`src/rtl/move_sequencer.sv`:
```
// Per-axis move sequencer: turns absolute-position and homing commands into go/steps for one
// moveForward/moveBackward driver pair. Define MOVE_SEQ_SETTLE_EN to add a post-move SETTLE wait.
`ifdef MOVE_SEQ_SETTLE_EN
`ifndef MOVE_SEQ_SPEED
`define MOVE_SEQ_SPEED 4
`endif
`endif

module move_sequencer #(
    parameter int POS_W      = 12,
    parameter int HOME_STEPS = 4095
) (
    input  logic             clk,
    input  logic             rst_n,
    input  logic             cmd_valid,
    input  logic             cmd_home,
    input  logic [POS_W-1:0] cmd_target,
    output logic             cmd_ready,
    output logic             go_fwd,
    output logic             go_bwd,
    output logic [POS_W-1:0] steps,
    output logic [3:0]       old_state,
    input  logic [3:0]       fwd_state,
    input  logic [3:0]       bwd_state,
    input  logic             fwd_done,
    input  logic             bwd_done,
    input  logic             boundary,
    output logic [POS_W-1:0] position,
    output logic             homed,
    output logic             error,
    output logic             busy
);

    localparam logic [POS_W-1:0] HOME_CNT = POS_W'(HOME_STEPS);
    localparam logic [POS_W-1:0] POS_MAX  = {POS_W{1'b1}};
`ifdef MOVE_SEQ_SETTLE_EN
    localparam int SETTLE_CYCLES = `MOVE_SEQ_SPEED;
`endif

    typedef enum logic [2:0] {IDLE, RUN, CAPTURE, RELEASE, SETTLE} state_t;

    state_t           state_reg;
    logic             dir_fwd_reg;
    logic             home_reg;
    logic             go_fwd_reg;
    logic             go_bwd_reg;
    logic [POS_W-1:0] steps_reg;
    logic [3:0]       old_state_reg;
    logic [POS_W-1:0] position_reg;
    logic             homed_reg;
    logic             error_reg;
    logic             busy_reg;
    logic             cmd_ready_reg;
    logic [3:0]       prev_reg;
    logic             base_valid_reg;
`ifdef MOVE_SEQ_SETTLE_EN
    int               settle_cnt_reg;
`endif

    logic [3:0] sel_state;
    logic       sel_done;
    logic       step_seen;

    // Only the driver we released is watched; the other one's state and done are don't-cares.
    assign sel_state = dir_fwd_reg ? fwd_state : bwd_state;
    assign sel_done  = dir_fwd_reg ? fwd_done  : bwd_done;
    assign step_seen = base_valid_reg && (sel_state != prev_reg);

    always_ff @(posedge clk or negedge rst_n) begin
        if (!rst_n) begin
            state_reg      <= IDLE;
            dir_fwd_reg    <= 1'b0;
            home_reg       <= 1'b0;
            go_fwd_reg     <= 1'b0;
            go_bwd_reg     <= 1'b0;
            steps_reg      <= '0;
            old_state_reg  <= 4'b1100;
            position_reg   <= '0;
            homed_reg      <= 1'b0;
            error_reg      <= 1'b0;
            busy_reg       <= 1'b0;
            cmd_ready_reg  <= 1'b1;
            prev_reg       <= 4'b0000;
            base_valid_reg <= 1'b0;
`ifdef MOVE_SEQ_SETTLE_EN
            settle_cnt_reg <= 0;
`endif
        end else begin
            case (state_reg)
                IDLE: begin
                    if (cmd_valid) begin
                        home_reg       <= cmd_home;
                        busy_reg       <= 1'b1;
                        cmd_ready_reg  <= 1'b0;
                        base_valid_reg <= 1'b0;
                        if (cmd_home) begin
                            steps_reg   <= HOME_CNT;
                            dir_fwd_reg <= 1'b0;
                            go_bwd_reg  <= 1'b1;
                            state_reg   <= RUN;
                        end else if (cmd_target > position_reg) begin
                            steps_reg   <= cmd_target - position_reg;
                            dir_fwd_reg <= 1'b1;
                            go_fwd_reg  <= 1'b1;
                            state_reg   <= RUN;
                        end else if (cmd_target < position_reg) begin
                            steps_reg   <= position_reg - cmd_target;
                            dir_fwd_reg <= 1'b0;
                            go_bwd_reg  <= 1'b1;
                            state_reg   <= RUN;
                        end else begin
                            state_reg   <= RELEASE;
                        end
                    end
                end
                RUN: begin
                    // First sample after go rises is only a baseline; later changes are steps.
                    base_valid_reg <= 1'b1;
                    prev_reg       <= sel_state;
                    if (step_seen) begin
                        if (dir_fwd_reg) begin
                            if (position_reg == POS_MAX) error_reg <= 1'b1;
                            else position_reg <= position_reg + 1'b1;
                        end else begin
                            if (position_reg == '0) error_reg <= 1'b1;
                            else position_reg <= position_reg - 1'b1;
                        end
                    end
                    if (sel_done) begin
                        go_fwd_reg <= 1'b0;
                        go_bwd_reg <= 1'b0;
                        state_reg  <= CAPTURE;
                    end
                end
                CAPTURE: begin
                    old_state_reg <= sel_state;
                    if (home_reg) begin
                        if (boundary) begin
                            position_reg <= '0;
                            homed_reg    <= 1'b1;
                            error_reg    <= 1'b0;
                        end else begin
                            homed_reg    <= 1'b0;
                            error_reg    <= 1'b1;
                        end
                    end else if (boundary) begin
                        homed_reg <= 1'b0;
                        error_reg <= 1'b1;
                    end else if (!homed_reg) begin
                        error_reg <= 1'b1;
                    end
                    state_reg <= RELEASE;
                end
                RELEASE: begin
`ifdef MOVE_SEQ_SETTLE_EN
                    settle_cnt_reg <= 0;
                    state_reg      <= SETTLE;
`else
                    busy_reg       <= 1'b0;
                    cmd_ready_reg  <= 1'b1;
                    state_reg      <= IDLE;
`endif
                end
`ifdef MOVE_SEQ_SETTLE_EN
                SETTLE: begin
                    if (settle_cnt_reg + 1 >= SETTLE_CYCLES) begin
                        busy_reg      <= 1'b0;
                        cmd_ready_reg <= 1'b1;
                        state_reg     <= IDLE;
                    end else begin
                        settle_cnt_reg <= settle_cnt_reg + 1;
                    end
                end
`endif
                default: state_reg <= IDLE;
            endcase
        end
    end

    assign cmd_ready = cmd_ready_reg;
    assign go_fwd    = go_fwd_reg;
    assign go_bwd    = go_bwd_reg;
    assign steps     = steps_reg;
    assign old_state = old_state_reg;
    assign position  = position_reg;
    assign homed     = homed_reg;
    assign error     = error_reg;
    assign busy      = busy_reg;

endmodule

```
`config.mk`:
```
export PLATFORM = sky130hd
export DESIGN_NAME = move_sequencer
export DESIGN_NICKNAME = d
export VERILOG_FILES = /design/src/rtl/move_sequencer.sv
export SDC_FILE = /design/constraint.sdc
export NUM_CORES = 1
export LEC_CHECK = 0
export CORE_UTILIZATION = 54
export DETAILED_ROUTE_END_ITERATION = 16
export GPL_TIMING_DRIVEN = 0
export PLACE_DENSITY = 0.82
export REMOVE_ABC_BUFFERS = 1
export SYNTH_ARGS = -nofsm -noshare
export SYNTH_HDL_FRONTEND = slang
export SYNTH_SLANG_ARGS = --single-unit
```
`constraint.sdc`:
```
create_clock -name clk -period 3.39 [get_ports clk]
set_input_delay 1.017 -clock clk [delete_from_list [all_inputs] [get_ports clk]]
set_output_delay 1.017 -clock clk [all_outputs]
set_load 0.02 [all_outputs]
```
# After elaboration in Yosys (flattened, before gate mapping)
# Cells that the tools add are included.
[op_classes]
reduce_logical = 18
eq_ne = 19
order_cmp = 2
n_addsub = 4
n_mux = 48
[op_table]
columns = ["cell", "count"]
rows = [
  ["2-to-1 mux 12 bit", 9],
  ["2-to-1 mux 1 bit", 25],
  ["case mux 12 bit (2 select lines)", 1],
  ["subtractor 12 bit", 2],
  ["!= test 3 bit, second input constant", 6],
  ["AND reduction 5 bit", 3],
  ["!= test 2 bit, second input constant", 7],
  ["adder 12 x 1 -> 12 bit, second input constant", 1],
  ["== test 12 bit, second input constant", 1],
  ["greater-than comparator 12 bit", 1],
  ["zero test 12 bit", 1],
  ["< comparator 12 bit", 1],
  ["case mux 1 bit (2 select lines)", 6],
  ["subtractor 12 x 1 -> 12 bit, second input constant", 1],
  ["AND reduction 2 bit", 5],
  ["case mux 3 bit (3 select lines)", 1],
  ["nonzero test 2 bit", 4],
  ["== test 3 x 2 -> 1 bit, second input constant", 2],
  ["2-to-1 mux 2 bit", 3],
  ["2-to-1 mux 3 bit", 2],
  ["AND reduction 6 bit", 1],
  ["2-to-1 mux 4 bit", 1],
  ["!= test 4 bit", 1],
  ["!= test 4 bit, second input constant", 1],
  ["other kinds (5)", 5],
]
[totals]
output_inout_bits = 34
register_bits = 44

# Longest topological paths before layout
[depth]
ltp_word = 6
ltp_mapped = 13
depth_no_buf = 11

# Least setup slack after synthesis
# OpenSTA, ideal clock, no wires.
[synth_path]
path_kind = "input to register"
startpoint = "input port cmd_target[0]"
endpoint = "register steps_reg[11] (netlist: steps[11])"
arrival_ps = 3071
path_stages = 11
required_time_ps = 3243
path_slack_ps = 172
cell_sequence = "inv_1 -> ha_1 -> fa_1 -> nand2b_1 -> a21oi_1 -> o211ai_2 -> a21oi_4 -> mux2_2 -> o21ai_1 -> xnor2_1 -> a21oi_1"
[synth_between]
elab_chain_cells = 4
[synth_rtl]
columns = ["element", "line_no", "rtl"]
rows = [
  ["start: declaration", "17", "input logic [POS_W-1:0] cmd_target,"],
  ["subtractor 12 bit", "107", "steps_reg <= position_reg - cmd_target;"],
  ["2-to-1 mux 12 bit", "106", "end else if (cmd_target < position_reg) begin"],
  ["2-to-1 mux 12 bit", "101", "end else if (cmd_target > position_reg) begin"],
  ["2-to-1 mux 12 bit", "96", "if (cmd_home) begin"],
  ["end signal: assignment", "102", "steps_reg <= cmd_target - position_reg;"],
  ["end signal: assignment", "107", ""],
  ["end: declaration", "47", "logic [POS_W-1:0] steps_reg;"],
]
# Several ways; a longest one is shown, not always the timed one. The select of a mux whose other input is x is not followed.
# A chain may end at the register's enable or synchronous reset.

# Worst setup path after layout
[layout_path]
startpoint = "input port cmd_target[4]"
endpoint = "register steps_reg[11] (netlist: steps[11])"
# The elaborated chain is that of the path after synthesis.

==> impl_metrics.toml <==
[layout]
mostFrequentLayoutCell = "clkdlybuf4s50_1"
final_cell_mix = "57 x clkdlybuf4s50_1, 41 x nor2_1, 39 x a21oi_1, 39 x dfrtp_1, 38 x inv_1"
areaGrowthSynthToFinish_pct = 28.86
drive_above_1_share_pct = 13.19
final_cell_area_sq_um = 4431
n_fill_cell = 453
fin_cells = 530
insertedDiodeCount = 0
layout.nets = 521

[logic_synthesis]
ys_ff_latch = 43
synth_edf_count = 0
yosys-top-cells-area = "dfrtp_1 29%, ha_1 13%, a21oi_1 6.1%"
yosysTopAreaCell = "dfrtp_1"
syn_inst = 391
yosysWarnings = 0
synth_async_sr_flop_share_pct = 100.0
synth.distinct_cells = 57
syn_area_sq_um = 3438
syn_area_per_cell_sq_um = 8.794
synth_flop_cell = "dfrtp_1"
synth_top_area_share_pct = 29.11
ys_seq_area_share_pct = 31.40

[critical_path]
end_kind = "flip-flop"
crit_type = "input port to flip-flop"
rrSetupSlack_ns = 0.31
startpoint_type = "input port"
cp_max_fo = 7
crit_required_ns = 3.56
cp.arrival_ns = 3.53

[drt]
drt_iter0_drc = 181
vias_per_cell = 5.683
vias = 3012
wl_per_cell_microns = 16.04
drc = 0
ant_nets = 0
drt-pass1-iter-count = 4
drt-total-wl_microns = 8500

[die]
dieArea_sq_um = 6690
coreArea_sq_um = 6026
pin_count = 61
die_w_microns = 81.80
die_h_microns = 81.80
initial_core_util_pct = 57.06
rows = 28

[sta]
period_share_pct = 99.13
setup_viol = 0
relSlewSlack_pct = 52.59
final_hold_viol_count = 0
rsz0062_at_grt = "true"
finClkSkew_ns = 0.006728
tns_ns = 0
tightestPinTransition_ns = 0.7112
period_minus_slack_ns = 3.360
fmax_ghz = 0.2976
fin_ws_ns = 0.02952
drv_slew = 0

[grt]
grt_max_degree = 28
grt_pass1_vias = 2941
antenna_found_initial = 0
grt_pass1_wl_microns = 13590
grt-ovfl-total = 0
gr-usage-all-layers_pct = 26.59

[place]
dpl.cell_count = 514
dp_slack_ns = -0.8306
portBuffers = 60
placed_cell_area_sq_um = 4080
place_congestion = 0.8732
dp_hpwl_microns = 6195

[clocking]
h-tree-depth = 2
clk_pin_slew_ns = 0.09
clock_sinks = 43
clock_latency_ns = 0.30
clockBufferDepth = 2
cts_buffers = 5
cts-root-buf = "clkbuf_8"
cts_tree = "done"
cts_hold_buf = 0

[pwr]
power_mw = 4.739
power_density_nw_per_um2 = 1070
power_leakage_nw = 1.922
max-vdd-ir-drop_v = 0.0006012

[flow_run]
cap_violations = 0

[worst_hold_path]
hp-class = "flip-flop to flip-flop"

[outcome]
run_status = "finished clean"
-- cells in the mapped netlist, drive strengths merged (4+ instances only) --
master and count:
o31a 4, a211oi 9, nand2b 6, a21oi 43
nand2 29, nor2 42, clkbuf 4, dfrtp 40
o31ai 8, xor2 6, inv 38, buf 9
mux2 7, xnor2 15, nand3 4, a21o 5
mux2i 9, o21ai 17, nor3 4, o21a 5
a22o 4, ha 37, a31oi 4
-- through the flow --
stage               hold slack, ns  utilization, %
floorplan                   0.4836               -
global placement            0.4745           67.46
detailed placement          0.4874           67.71
CTS                         0.5029           71.59
global route                0.5469           73.53
finish                      0.4970           73.53
-- critical path, cell delays in order --
cell,delay (ns)
clkdlybuf4s50_1,0.51
inv_1,0.09
ha_4,0.27
a211oi_1,0.26
nor2_2,0.11
a221o_1,0.40
a211oi_1,0.27
mux2_4,0.19
o21ai_1,0.06
xnor2_1,0.24
a21oi_1,0.10
-- worst paths after layout --
path | cells after the start | startpoint | to
hold / removal | 2 | old_state[2] | old_state[2]
setup / recovery | 11 | cmd_target[4] | steps[11]
hold reg to reg | 2 | old_state[2] | old_state[2]
max in group asynchronous | 2 | rst_n | cmd_ready
setup reg to reg | 10 | dir_fwd_reg | position[11]
min in group asynchronous | 1 | rst_n | position[6]
-- report_power, final --
group / internal, mW / leakage (nW) / switching (mW)
sequential: 0.760 / 0.480 / 0.285
combinational: 1.54 / 1.38 / 1.74
clock: 0.220 / 0.0581 / 0.193
-- metal layers --
metal,wire length (microns),vias up,track usage (%)
met5,0,-,0
met2,4117,73,44.38
li1,-,1496,-
met3,383,17,4.222
met4,160,0,8.596
met1,3839,1426,34.98
-- area by class of cell --
cell class / instances / area [sq um] / area share [%]
inverter: 38 / 142.6 / 3.219
sequential: 43 / 1081 / 24.40
multi-input combinational: 297 / 2312 / 52.19
clock inverter: 3 / 43.79 / 0.9884
clock buffer: 5 / 68.82 / 1.553
timing repair buffer: 69 / 688.2 / 15.53
tap: 75 / 93.84 / 2.118
-- logic make-up after synthesis --
kind of cell    after synthesis  share of synthesized area, %
buf+inv                      51                         6.113
flops                        43                         31.40
fa+ha+maj                    40                         15.21
mux                          16                         4.913
xor+xnor                     21                         5.349
compound gates              117                         23.25
simple gates                103                         13.76
-- what timing repair did --
action	CTS	global route
gates resized for setup	22	15
setup endpoints to repair	13	14
setup buffers	5	3
pin swaps	7	5
hold endpoints to repair	0	0
(Power assumes the default switching activity.)
